<file path="src/rtl/uart_pkg.sv">
// Shared UART definitions: state encoding common to the transmitter and
// receiver, frame geometry and the default bit period.
package uart_pkg;

  localparam int DATA_BITS            = 8;
  localparam int CLKS_PER_BIT_DEFAULT = 87;

  localparam logic [2:0] ST_IDLE    = 3'd0;
  localparam logic [2:0] ST_START   = 3'd1;
  localparam logic [2:0] ST_DATA    = 3'd2;
  localparam logic [2:0] ST_STOP    = 3'd3;
  localparam logic [2:0] ST_CLEANUP = 3'd4;

  typedef enum logic [2:0] {
    IDLE    = ST_IDLE,
    START   = ST_START,
    DATA    = ST_DATA,
    STOP    = ST_STOP,
    CLEANUP = ST_CLEANUP
  } uart_state_e;

  // Count at which the start bit is re-checked: the middle of the bit.
  function automatic int halfBitCount(input int clksPerBit);
    return (clksPerBit - 1) / 2;
  endfunction

endpackage

</file>
<file path="src/rtl/uart_rx_sync_2ff.sv">
// Two-flop synchronizer for an asynchronous input pin; the reset value is
// chosen to match the pin's idle level.
module sync_2ff #(
  parameter logic RESET_VAL = 1'b1
) (
  input  logic clk_i,
  input  logic rst_ni,
  input  logic d_i,
  output logic q_o
);

  logic meta_q;
  logic sync_q;

  always_ff @(posedge clk_i or negedge rst_ni) begin
    if (!rst_ni) begin
      meta_q <= RESET_VAL;
      sync_q <= RESET_VAL;
    end else begin
      meta_q <= d_i;
      sync_q <= meta_q;
    end
  end

  assign q_o = sync_q;

endmodule

</file>
<file path="src/rtl/uart_rx.sv">
// 8N1 UART receiver, LSB first: validates the start bit at its midpoint,
// samples data and stop bits at their centres and strobes out each byte.
module uart_rx
  import uart_pkg::*;
#(
  parameter int CLKS_PER_BIT = CLKS_PER_BIT_DEFAULT
) (
  input  logic       i_Clock,
  input  logic       i_Reset_n,
  input  logic       i_Rx_Serial,
  output logic       o_Rx_DV,
  output logic [7:0] o_Rx_Byte,
  output logic       o_Rx_Frame_Err,
  output logic       o_Rx_Active
);

  localparam int              CNT_W    = $clog2(CLKS_PER_BIT);
  localparam logic [CNT_W-1:0] HALF_CNT = CNT_W'(halfBitCount(CLKS_PER_BIT));
  localparam logic [CNT_W-1:0] LAST_CNT = CNT_W'(CLKS_PER_BIT - 1);
  localparam logic [2:0]       LAST_BIT = 3'(DATA_BITS - 1);

  logic rxSync;

  uart_state_e          state_q,  state_d;
  logic [CNT_W-1:0]     clkCnt_q, clkCnt_d;
  logic [2:0]           bitIdx_q, bitIdx_d;
  logic [DATA_BITS-1:0] shift_q,  shift_d;
  logic [DATA_BITS-1:0] byte_q,   byte_d;
  logic                 dv_q,     dv_d;
  logic                 ferr_q,   ferr_d;
  logic                 active_q, active_d;

  sync_2ff #(
    .RESET_VAL (1'b1)
  ) u_rxSync (
    .clk_i  (i_Clock),
    .rst_ni (i_Reset_n),
    .d_i    (i_Rx_Serial),
    .q_o    (rxSync)
  );

  always_ff @(posedge i_Clock or negedge i_Reset_n) begin
    if (!i_Reset_n) begin
      state_q  <= IDLE;
      clkCnt_q <= '0;
      bitIdx_q <= '0;
      shift_q  <= '0;
      byte_q   <= '0;
      dv_q     <= 1'b0;
      ferr_q   <= 1'b0;
      active_q <= 1'b0;
    end else begin
      state_q  <= state_d;
      clkCnt_q <= clkCnt_d;
      bitIdx_q <= bitIdx_d;
      shift_q  <= shift_d;
      byte_q   <= byte_d;
      dv_q     <= dv_d;
      ferr_q   <= ferr_d;
      active_q <= active_d;
    end
  end

  // Strobes default low so each lasts exactly the cycle after the stop sample.
  always_comb begin
    state_d  = state_q;
    clkCnt_d = clkCnt_q;
    bitIdx_d = bitIdx_q;
    shift_d  = shift_q;
    byte_d   = byte_q;
    dv_d     = 1'b0;
    ferr_d   = 1'b0;
    active_d = active_q;

    case (state_q)
      IDLE: begin
        clkCnt_d = '0;
        bitIdx_d = '0;
        if (!rxSync) begin
          state_d = START;
        end
      end

      START: begin
        if (clkCnt_q == HALF_CNT) begin
          clkCnt_d = '0;
          if (!rxSync) begin
            active_d = 1'b1;
            state_d  = DATA;
          end else begin
            state_d = IDLE;
          end
        end else begin
          clkCnt_d = clkCnt_q + 1'b1;
        end
      end

      DATA: begin
        if (clkCnt_q == LAST_CNT) begin
          clkCnt_d = '0;
          shift_d  = {rxSync, shift_q[DATA_BITS-1:1]};
          if (bitIdx_q == LAST_BIT) begin
            bitIdx_d = '0;
            state_d  = STOP;
          end else begin
            bitIdx_d = bitIdx_q + 1'b1;
          end
        end else begin
          clkCnt_d = clkCnt_q + 1'b1;
        end
      end

      // A low stop bit discards the byte so the held output stays trustworthy.
      STOP: begin
        if (clkCnt_q == LAST_CNT) begin
          clkCnt_d = '0;
          if (rxSync) begin
            byte_d = shift_q;
            dv_d   = 1'b1;
          end else begin
            ferr_d = 1'b1;
          end
          state_d = CLEANUP;
        end else begin
          clkCnt_d = clkCnt_q + 1'b1;
        end
      end

      CLEANUP: begin
        active_d = 1'b0;
        state_d  = IDLE;
      end

      default: begin
        state_d = IDLE;
      end
    endcase
  end

  assign o_Rx_DV        = dv_q;
  assign o_Rx_Byte      = byte_q;
  assign o_Rx_Frame_Err = ferr_q;
  assign o_Rx_Active    = active_q;

endmodule

</file>
<file path="config.mk">
export PLATFORM = sky130hd
export DESIGN_NAME = uart_rx
export DESIGN_NICKNAME = d
export VERILOG_FILES = /design/src/rtl/uart_pkg.sv /design/src/rtl/uart_rx_sync_2ff.sv /design/src/rtl/uart_rx.sv
export SDC_FILE = /design/constraint.sdc
export NUM_CORES = 1
export LEC_CHECK = 0
export ABC_AREA = 1
export BUFFER_PORTS_ARGS = -buffer_cell sky130_fd_sc_hd__buf_2
export CAP_MARGIN = 10
export CORE_MARGIN = 5
export CORE_UTILIZATION = 55
export CTS_CLUSTER_DIAMETER = 50
export CTS_CLUSTER_SIZE = 40
export DETAILED_ROUTE_END_ITERATION = 8
export MAX_ROUTING_LAYER = met4
export PLACE_DENSITY = 0.74
export SETUP_SLACK_MARGIN = 0.3
export SLEW_MARGIN = 5
export SYNTH_ARGS = -nofsm -noshare
export SYNTH_HDL_FRONTEND = slang
export SYNTH_SLANG_ARGS = --single-unit
</file>
<file path="constraint.sdc">
create_clock -name i_Clock -period 2.4 [get_ports i_Clock]
set_clock_uncertainty 0.1 [all_clocks]
set_input_delay 0.12 -clock i_Clock [delete_from_list [all_inputs] [get_ports i_Clock]]
set_output_delay 0.12 -clock i_Clock [all_outputs]
set_load 0.1 [all_outputs]
</file>
==> results of run 1 <==
[worst max path at each step]
stage                                  startpoint                       end  slack, ps
final                     clkCnt_q[0]$_DFFE_PN0P_  o_Rx_Byte[2]$_DFFE_PN0P_        750
after global routing      clkCnt_q[0]$_DFFE_PN0P_  o_Rx_Byte[1]$_DFFE_PN0P_        570
after CTS                 clkCnt_q[0]$_DFFE_PN0P_  o_Rx_Byte[2]$_DFFE_PN0P_        740
after detailed placement  clkCnt_q[0]$_DFFE_PN0P_  o_Rx_Byte[5]$_DFFE_PN0P_        760
after global placement    clkCnt_q[0]$_DFFE_PN0P_  o_Rx_Byte[6]$_DFFE_PN0P_        820
after floorplan           clkCnt_q[0]$_DFFE_PN0P_  o_Rx_Byte[0]$_DFFE_PN0P_        920
[timing repair]
action,4_1_cts,5_1_grt
hold buffers,2,0
setup endpoints to repair,0,0
hold endpoints to repair,33,0
buffers inserted,0,0
[cells in the final DEF (no fill, tap or decap), types with 2 or more instances in the layout]
cell type,n
buf_2,13
clkbuf_4,5
dfrtp_1,32
dfstp_2,2
dlygate4sd3_1,2
ha_1,4
inv_1,18
inv_2,5
nand2_1,72
nand2_4,2
nand3_1,11
nand4_1,6
nor2_1,15
nor2_2,2
nor2_4,2
nor2_8,2
nor3_1,2
o21ai_0,3
o21ai_1,2
o21ai_2,2
xor2_1,2
[per-layer routing]
| metal | part of all wire | routed length [um] | global-route usage |
|---|---|---|---|
| met1 | 0.45 | 1390 | 0.218 |
| met3 | 0.054 | 166 | 0.0604 |
| met2 | 0.48 | 1470 | 0.289 |
| met5 | 0 | 0 | - |
| met4 | 0.016 | 48 | 0.0712 |
[registers in the layout, summed over array words and instances (netlist names)]
name	cells
o_Rx_Frame_Err	1
o_Rx_DV	1
bitIdx_q	3
o_Rx_Byte	8
shift_q	8
u_rxSync.meta_q	1
clkCnt_q	7
u_rxSync.q_o	1
o_Rx_Active	1
state_q	3
[through the flow]
step / area (um2) / utilization / total power, W
final: 1800 / 0.641 / 0.00130
after detailed placement: 1710 / 0.611 / 0.000966
after CTS: 1800 / 0.641 / 0.00131
after floorplan: 1640 / - / 0.000902
after global routing: 1800 / 0.641 / 0.00139
after global placement: 1710 / 0.611 / 0.000950
[worst max-delay path: stages (launching register included)]
cell	delay, ps
dfrtp_1	410
inv_1	110
ha_1	150
nand2_1	50
inv_1	80
nand2_1	70
nor2_2	150
nand2_2	140
inv_2	100
nand2_4	80
nand2_1	70
nand2_1	50
[cells by family after synthesis]
| kind of cell | count (synthesis) | share of synthesized area |
|---|---|---|
| AOI/OAI and AO/OA | 7 | 0.0260 |
| xor gates and xnor gates | 2 | 0.0107 |
| adders and majority gates | 4 | 0.0306 |
| buffers and inverters | 27 | 0.0734 |
| DFF | 34 | 0.521 |
| and+or+nand+nor | 117 | 0.338 |
[where the power goes]
group	total [W]	internal, W	leakage [nW]	switching (W)
Sequential	0.000659	0.000607	0.461	0.0000519
Clock	0.000337	0.000141	0.0343	0.000196
Combinational	0.000303	0.0000929	0.562	0.000210
Total	0.00130	0.000840	1.06	0.000459
[final cells by class]
| class | count | area, um2 | share of cell area |
|---|---|---|---|
| tap | 31 | 38.8 | 0.0216 |
| timing repair buffer | 15 | 85.1 | 0.0474 |
| multi-input combinational | 130 | 663 | 0.369 |
| clock buffer | 6 | 51.3 | 0.0286 |
| sequential | 34 | 853 | 0.475 |
| clock inverter | 2 | 12.5 | 0.00696 |
| inverter | 24 | 92.6 | 0.0515 |
==> summary.md, run 1 <==
| Metric | Value |
|---|---|
| GRT Total Usage | 0.183 |
| Cells after synthesis | 191 |
| Pre-CTS WS | 762 ps |
| H-tree depth | 2 |
| TritonRoute pass-1 iters | 4 |
| GPL Wtd Cong | 0.888 |
| Post-synth EDFFs | 0 |
| Mapped Area | 1640 um2 |
| Gr ovfl total | 0 |
| Class of the worst hold path | input pin to async pin |
| Slew HR | 0.516 |
| Area delta synth->final | 9.79% |
| Post-DP HPWL | 2220 um |
| Avg Inst Size Synth | 8.57 um2 |
| CTS resizes | 0 |
| Synth Register Bits | 34 |
| TritonCTS clock tree | built |
| Die Wd | 64.6 um |
| Startpoint types | flip-flop |
| Clk sinks | 34 |
| Synth top area share | 0.489 |
| Placed cell count | 232 |
| Final cell count without fillers | 242 |
| Yosys warnings | 0 |
| Port-buffer cells | 13 |
| Routed WL per cell | 12.7 um |
| R2R setup slack | 750 ps |
| Ratio of cells with drive above 1 in the final layout | 0.199 |
| Die area | 4170 um2 |
| Maximum capacitance violations | 0 |
| Endpoints failing hold | 0 |
| Clock transition at path regs | 100 ps |
| Crit path max fanout | 8 |
| Cell Rows | 19 |
| Final period util | 0.689 |
| Core area | 2810 um2 |
| Power per standard cell area | 723 nW/um2 |
| Die H | 64.6 um |
| Final min period | 1650 ps |
| Clock tree buffer depth | 2 |
| Nets | 217 |
| Reg-to-reg critical path startpoint | clkCnt_q[0]$_DFFE_PN0P_ |
| DRC viols | 0 |
| Final worst slack | 747 ps |
| Arrival time of the worst setup path | 1790 ps |
| Status | finished, final reports clean |
| Iter 0 DRT Violations | 93 |
| Final setup vio count | 0 |
| Commonest register cell after synthesis | dfrtp_1 |
| Post-synth cell types | 24 |
| Final Max Slew Viols | 0 |
| Clock Latency Late Sink | 340 ps |
| Synth Net Count | 198 |
| Reg2reg path depth | 11 |
| Leakage | 1.06 nW |
| Hold slack | 262 ps |
| Top post-synthesis cells by area | dfrtp_1 49%, nand2_1 17%, inv_1 4.1% |
| Clock Root Buffer | clkbuf_4 |
| Crit. End Element | flip-flop |
| Fmax | 0.605 GHz |
| Post-route ant nets | 0 |
| Initial Utilization | 0.583 |
| IO Count | 14 |
| Total CTS buffers | 5 |
| Peak supply drop | 454 uV |
| Fill count | 238 |
| Initial antenna violation count | 0 |
| Via/cell ratio | 5.07 |
| Fin Setup TNS | 0 ps |
| # diodes | 0 |
| Slew @ Worst Pin | 726 ps |
| Register area share after synthesis | 0.521 |
| RSZ-0062 raised after global routing | no |
| Vias in the first global route | 1296 |
| Type of the worst setup path | flip-flop to flip-flop |
| Asr flop ratio synth | 1.00 |
| Area leader, netlist | dfrtp_1 |
| Required @ worst endpoint | 2540 ps |
| First-pass GRT wire length | 5710 um |
| Largest net degree at the start of global routing | 35 |
| Most instantiated library cell after synthesis | nand2_1 |
| Commonest cells post-synth | 72 x nand2_1, 32 x dfrtp_1, 18 x inv_1 |
| Reg2reg end | o_Rx_Byte[2]$_DFFE_PN0P_ |
| Vias post-DR | 1226 |
| Total Wirelength | 3080 um |
No activity file was read; power rests on OpenSTA's default activity.
==> run 2: changes to the inputs <==
--- a/config.mk
+++ b/config.mk
@@ -9,7 +9,7 @@
 export BUFFER_PORTS_ARGS = -buffer_cell sky130_fd_sc_hd__buf_2
 export CAP_MARGIN = 10
 export CORE_MARGIN = 5
-export CORE_UTILIZATION = 55
+export CORE_UTILIZATION = 52
 export CTS_CLUSTER_DIAMETER = 50
 export CTS_CLUSTER_SIZE = 40
 export DETAILED_ROUTE_END_ITERATION = 8
==> constraint.sdc (replaced) <==
create_clock -name i_Clock -period 1.3 [get_ports i_Clock]
set_clock_uncertainty 0.1 [all_clocks]
set_input_delay 0.065 -clock i_Clock [delete_from_list [all_inputs] [get_ports i_Clock]]
set_output_delay 0.065 -clock i_Clock [all_outputs]
set_load 0.1 [all_outputs]
==> run 2 against run 1 <==
  * The run now ends with setup timing left
  * Register-to-register slack got worse by 1100 ps
  * Non-clock buffer count rose by 33
  * Routed wire length grew 43%
  * First-iteration DRC count is 3.2% higher
  * Largest cell class unchanged
  * Largest power group unchanged
  * Highest routed layer unchanged
==> summary.md, run 2 (same netlist as run 1, synthesis figures left out) <==
| Metric | Value |
|---|---|
| Status | finished, violations left |
| Failing checks | setup timing |
| Routed WL per cell | 15.3 um (+20%) |
| IO Count | 14 (unchanged) |
| Crit path max fanout | 6 (-2) |
| First-pass GRT wire length | 6550 um (+15%) |
| Via/cell ratio | 5.03 (-0.76%) |
| RSZ-0062 raised after global routing | yes |
| DRC viols | 0 (unchanged) |
| Fill count | 183 (-23%) |
| Fmax | 0.595 GHz (-1.6%) |
| Startpoint types | flip-flop |
| GPL Wtd Cong | 0.827 (-6.8%) |
| Total CTS buffers | 5 (unchanged) |
| H-tree depth | 2 (unchanged) |
| Leakage | 1.27 nW (+20%) |
| Power per standard cell area | 1170 nW/um2 (+62%) |
| Arrival time of the worst setup path | 1860 ps (+70 ps) |
| Fin Setup TNS | -8540 ps (-8540 ps) |
| Final cell count without fillers | 288 (+19%) |
| Final Max Slew Viols | 0 (unchanged) |
| Most frequent cells in the layout | 59 x nand2_1, 24 x buf_4, 20 x dfrtp_1, 14 x inv_1, 13 x nor2_1 |
| Area delta synth->final | 47.5% |
| Slew HR | 0.736 (+0.220) |
| Iter 0 DRT Violations | 96 (+3.2%) |
| Nets | 250 (+15%) |
| Core area | 3030 um2 (+7.9%) |
| TritonRoute pass-1 iters | 4 (unchanged) |
| Total power | 0.00282 W (+120%) |
| TritonCTS clock tree | built |
| Final core occ | 0.797 (+0.157) |
| # diodes | 0 (unchanged) |
| Initial Utilization | 0.540 (-0.0429) |
| Hold slack | 65.5 ps (-196 ps) |
| Largest net degree at the start of global routing | 20 (-43%) |
| Final min period | 1680 ps (+27.5 ps) |
| Clock Latency Late Sink | 340 ps (about the same) |
| Gr ovfl total | 0 (unchanged) |
| Class of the worst hold path | input pin to async pin |
| Vias post-DR | 1448 (+18%) |
| Post-route ant nets | 0 (unchanged) |
| Die H | 66.1 um (+2.4%) |
| Most common cell after layout, fill and taps aside | nand2_1 |
| Clock Root Buffer | clkbuf_4 |
| Clk sinks | 34 (unchanged) |
| Vias in the first global route | 1532 (+18%) |
| Die area | 4370 um2 (+4.9%) |
| Die Wd | 66.1 um (+2.4%) |
| Post-DP HPWL | 2450 um (+10%) |
| Final setup vio count | 32 (+32) |
| Endpoints failing hold | 0 (unchanged) |
| Final worst slack | -381 ps (-1130 ps) |
| R2R setup slack | -380 ps (-1130 ps) |
| Total Wirelength | 4390 um (+43%) |
| Crit. End Element | flip-flop |
| Final period util | 1.29 (+0.604) |
| Type of the worst setup path | flip-flop to flip-flop |
| Clock tree buffer depth | 2 (unchanged) |
| Cell Rows | 20 (+1) |
| Peak supply drop | 849 uV (+87%) |
| Maximum capacitance violations | 0 (unchanged) |
| GRT Total Usage | 0.204 (+0.0212) |
| Ratio of cells with drive above 1 in the final layout | 0.467 (+0.268) |
| Initial antenna violation count | 0 (unchanged) |
| Placed cell count | 265 (+14%) |
| Required @ worst endpoint | 1480 ps (-1060 ps) |
| Port-buffer cells | 13 (unchanged) |
| Clock transition at path regs | 110 ps (about the same) |
| Slew @ Worst Pin | 396 ps (-330 ps) |
==> run 2: cell count changes in the layout (fill, tap and decap cells not counted), moves of 11 or more <==
cell,change
buf_4,+24
dfrtp_1,-12
nand2_1,-13
buf_2,-11
dfrtp_2,+12
buf_12,+11
==> run 2: worst max-delay path: stages (launching register included) <==
cell	delay [ps]
dfrtp_1	440
inv_2	100
ha_4	140
nand2_2	60
inv_2	80
nand2_2	70
nor2_4	140
nand2_4	90
nor2_8	170
buf_6	150
nand2_2	40
nand2_1	50
==> run 2: path summary, 6_finish.rpt <==
check | from | end | depth (start not counted)
worst min-delay path | i_Reset_n | o_Rx_DV$_DFF_PN0_ | 2
worst min register to register | u_rxSync.meta_q$_DFF_PN1_ | u_rxSync.q_o$_DFF_PN1_ | 0
worst max register to register | clkCnt_q[0]$_DFFE_PN0P_ | o_Rx_Byte[4]$_DFFE_PN0P_ | 11
max in group asynchronous | i_Reset_n | u_rxSync.meta_q$_DFF_PN1_ | 3
min in group i_Clock | u_rxSync.meta_q$_DFF_PN1_ | u_rxSync.q_o$_DFF_PN1_ | 0
worst max-delay path | clkCnt_q[0]$_DFFE_PN0P_ | o_Rx_Byte[4]$_DFFE_PN0P_ | 11
==> run 2: power breakdown <==
part,leakage (nW),switching (W),total (W),internal (W)
logic,0.793,0.000588,0.000988,0.000400
clock network,0.0343,0.000369,0.000629,0.000260
registers,0.441,0.0000808,0.00120,0.00112
total,1.27,0.00104,0.00282,0.00178
==> run 2: through the flow <==
| step | cell area [um2] | worst slack, ps |
|---|---|---|
| floorplan | 1650 | -162 |
| global placement | 1910 | -183 |
| detailed placement | 1910 | -245 |
| CTS | 2220 | -228 |
| global route | 2410 | -445 |
| finish | 2410 | -381 |
==> run 2: final cells by class <==
class / count / area (um2) / share of cell area
multi-input cells: 130 / 800 / 0.331
repair buffers: 48 / 532 / 0.220
inverters: 24 / 95.1 / 0.0394
well taps: 44 / 55.1 / 0.0228
flip-flops and latches: 34 / 868 / 0.360
clock inverters: 2 / 12.5 / 0.00518
clock buffers: 6 / 51.3 / 0.0213
==> run 2: routing by layer <==
metal | track usage | wire, um | up-vias
met1 | 0.228 | 1690 | 710
met2 | 0.352 | 2440 | 36
met4 | 0.0812 | 119 | 0
met5 | - | 0 | -
met3 | 0.0476 | 140 | 11
li1 | - | - | 691
==> run 2: timing repair <==
item,CTS,global route
buffers inserted,6,7
hold endpoints to repair,33,0
cloned,0,0
resized for setup,52,38
pin swaps,8,7
endpoints found under the setup margin,43,43
hold buffers,2,0
==> run 3: changes to the inputs <==
--- a/config.mk
+++ b/config.mk
@@ -14,7 +14,7 @@
 export CTS_CLUSTER_SIZE = 40
 export DETAILED_ROUTE_END_ITERATION = 8
 export MAX_ROUTING_LAYER = met4
-export PLACE_DENSITY = 0.74
+export PLACE_DENSITY_LB_ADDON = 0.2
 export SETUP_SLACK_MARGIN = 0.3
 export SLEW_MARGIN = 5
 export SYNTH_ARGS = -nofsm -noshare
==> run 3 against run 2 <==
  * The flow still finishes with violations (setup timing)
  * Sequential power barely moved
  * Largest cell class unchanged
  * Die area unchanged
  * Total power is 4.7% higher
  * Largest power group unchanged
  * Cell count decreased by 1.7%
  * Core utilization unchanged
  * Global-route usage decreased by 2.4 points
  * Maximum frequency rose by 7.1%
  * Cell area unchanged
==> summary.md, run 3 (same netlist as run 1, synthesis figures left out) <==
| Metric | Value |
|---|---|
| Status | finished, violations left |
| Failing checks | setup timing |
| Arrival time of the worst setup path | 1690 ps (-170 ps) |
| Clk sinks | 34 (unchanged) |
| Final core occ | 0.797 (unchanged) |
| GRT Total Usage | 0.180 (-0.0243) |
| Clock Latency Late Sink | 330 ps (about the same) |
| Final setup vio count | 32 (unchanged) |
| Final period util | 1.21 (-0.0853) |
| Required @ worst endpoint | 1420 ps (-60 ps) |
| Fill count | 179 (-2.2%) |
| Pre-CTS WS | -220 ps (+25.6 ps) |
| Crit path cell chain | inv_2 -> ha_4 -> nand2_2 -> inv_2 -> nand2_2 -> nor2_4 -> nand2_4 -> inv_4 -> nand2_8 -> nand2_1 -> nand2_1 |
| Most common cell after layout, fill and taps aside | nand2_1 |
| Worst Path Buf+Inv | 3 (unchanged) |
| Nets | 245 (-2.0%) |
| Startpoint types | flip-flop |
| Ratio of cells with drive above 1 in the final layout | 0.473 (+0.00559) |
| Grt peak-use layer | met2 |
| Initial antenna violation count | 0 (unchanged) |
| Vias in the first global route | 1371 (-11%) |
| Combinational Power Share | 0.338 (-0.012) |
| Int Power | 0.00194 W (+8.6%) |
| Critical path's top delay family | simple AND/OR/NAND/NOR gates |
| Post-DP HPWL | 2370 um (-3.0%) |
| Most frequent cells in the layout | 58 x nand2_1, 25 x buf_4, 19 x dfrtp_1, 16 x inv_1 |
| Fmax | 0.637 GHz (+7.1%) |
| Reg-to-reg critical path startpoint | clkCnt_q[0]$_DFFE_PN0P_ |
| H-tree depth | 2 (unchanged) |
| Psw | 0.00102 W (-2.1%) |
| RSZ-0062 raised after global routing | yes |
| Crit. End Element | flip-flop |
| Post-route ant nets | 0 (unchanged) |
| Slew @ Worst Pin | 453 ps (+56.6 ps) |
| DRC viols | 0 (unchanged) |
| Type of the worst setup path | flip-flop to flip-flop |
| Fin Setup TNS | -6200 ps (+2340 ps) |
| Core area | 3030 um2 (unchanged) |
| Final worst slack | -270 ps (+111 ps) |
| Clock tree buffer depth | 2 (unchanged) |
| Vias post-DR | 1419 (-2.0%) |
| Sw Share | 0.344 (-0.0238) |
| Endpoints failing hold | 0 (unchanged) |
| Largest net degree at the start of global routing | 20 (unchanged) |
| Via/cell ratio | 5.01 (-0.27%) |
| Leakage | 1.26 nW (-0.32%) |
| Clock transition at path regs | 100 ps (about the same) |
| Cell Rows | 20 (unchanged) |
| Power share of the clock group | 0.251 (+0.028) |
| Total CTS buffers | 5 (unchanged) |
| Maximum capacitance violations | 0 (unchanged) |
| Met3 Resource Use GR | 0.0629 (+0.0153) |
| Routed WL per cell | 13.7 um (-10%) |
| GPL Wtd Cong | 0.932 (+13%) |
| Total power | 0.00295 W (+4.7%) |
| Class of the worst hold path | input pin to async pin |
| TritonCTS clock tree | built |
| Power per standard cell area | 1220 nW/um2 (+4.7%) |
| Gr ovfl total | 0 (unchanged) |
| Total Wirelength | 3870 um (-12%) |
| Final Max Slew Viols | 0 (unchanged) |
| IO Count | 14 (unchanged) |
| Met1 GRT Util | 0.202 (-0.0260) |
| Initial Utilization | 0.540 (unchanged) |
| Critical path's slowest cell | dfrtp_1 |
| TritonRoute pass-1 iters | 4 (unchanged) |
| Die H | 66.1 um (unchanged) |
| Final min period | 1570 ps (-111 ps) |
| Die Wd | 66.1 um (unchanged) |
| Final instance area | 2410 um2 (unchanged) |
| # diodes | 0 (unchanged) |
| CP startpoint | clkCnt_q[0]$_DFFE_PN0P_ |
| Crit path max fanout | 8 (+2) |
| Dpl cell area | 1920 um2 (+0.66%) |
| Slew HR | 0.698 (-0.0377) |
| Clock Root Buffer | clkbuf_4 |
| Sequential share of power | 0.411 (-0.016) |
| Crit-path max cell delay | 410 ps (-30 ps) |
| First-pass GRT wire length | 5770 um (-12%) |
| Iter 0 DRT Violations | 83 (-14%) |
| Met2 Usage GRT | 0.295 (-0.0570) |
| Area delta synth->final | 47.5% (unchanged) |
| Peak supply drop | 1060 uV (+25%) |
| Port-buffer cells | 13 (unchanged) |
| Die area | 4370 um2 (unchanged) |
-- run 3: area by class of cell --
cell class                 instances  area [um2]  share of cell area
inverter                          24         100              0.0415
multi-input combinational        130         822               0.341
timing repair buffer              43         489               0.203
clock inverter                     3        40.0              0.0166
tap                               44        55.1              0.0228
sequential                        34         870               0.360
clock buffer                       5        37.5              0.0156
-- run 3: repair_timing --
item / CTS / global route
pin swaps: 6 / 12
hold buffers: 2 / 0
resized for setup: 47 / 43
buffers inserted: 3 / 5
endpoints found under the hold margin: 33 / 0
endpoints found under the setup margin: 43 / 43
-- run 3: final timing paths --
check / cells after the start / slack (ps) / endpoint
worst max register to register: 11 / -270 / o_Rx_Byte[6]$_DFFE_PN0P_
worst max-delay path: 11 / -270 / o_Rx_Byte[6]$_DFFE_PN0P_
worst min register to register: 0 / 260 / u_rxSync.q_o$_DFF_PN1_
max in group asynchronous: 3 / 480 / u_rxSync.q_o$_DFF_PN1_
worst min-delay path: 2 / 100 / shift_q[5]$_DFFE_PN0P_
min in group i_Clock: 0 / 260 / u_rxSync.q_o$_DFF_PN1_
-- run 3: power groups by stage --
| stage | clock [W] | combinational [W] | sequential (W) |
|---|---|---|---|
| 6_report | 0.000742 | 0.000996 | 0.00121 |
| 2_1_floorplan | 0 | 0.000464 | 0.00120 |
| 5_1_grt | 0.000814 | 0.00108 | 0.00122 |
| 3_5_place_dp | 0 | 0.000733 | 0.00121 |
| 3_3_place_gp | 0 | 0.000707 | 0.00121 |
| 4_1_cts | 0.000772 | 0.000774 | 0.00119 |
-- run 3: worst register-to-register path, stage by stage, from the launching register on --
cell	delay, ps
dfrtp_1	410
inv_2	90
ha_4	130
nand2_2	50
inv_2	70
nand2_2	70
nor2_4	120
nand2_4	110
inv_4	100
nand2_8	70
nand2_1	70
nand2_1	70
-- run 3: metrics by stage --
stage | hold slack (ps) | instances
6_report | 103 | 283
4_1_cts | 87.7 | 278
5_1_grt | 132 | 283
2_1_floorplan | -331 | 191
3_3_place_gp | -82.4 | 265
3_5_place_dp | -64.1 | 265
-- run 3: layer usage --
metal	vias up	routed length (um)
li1	686	-
met1	679	1530
met2	39	2060
met3	15	173
met4	0	104
met5	-	0
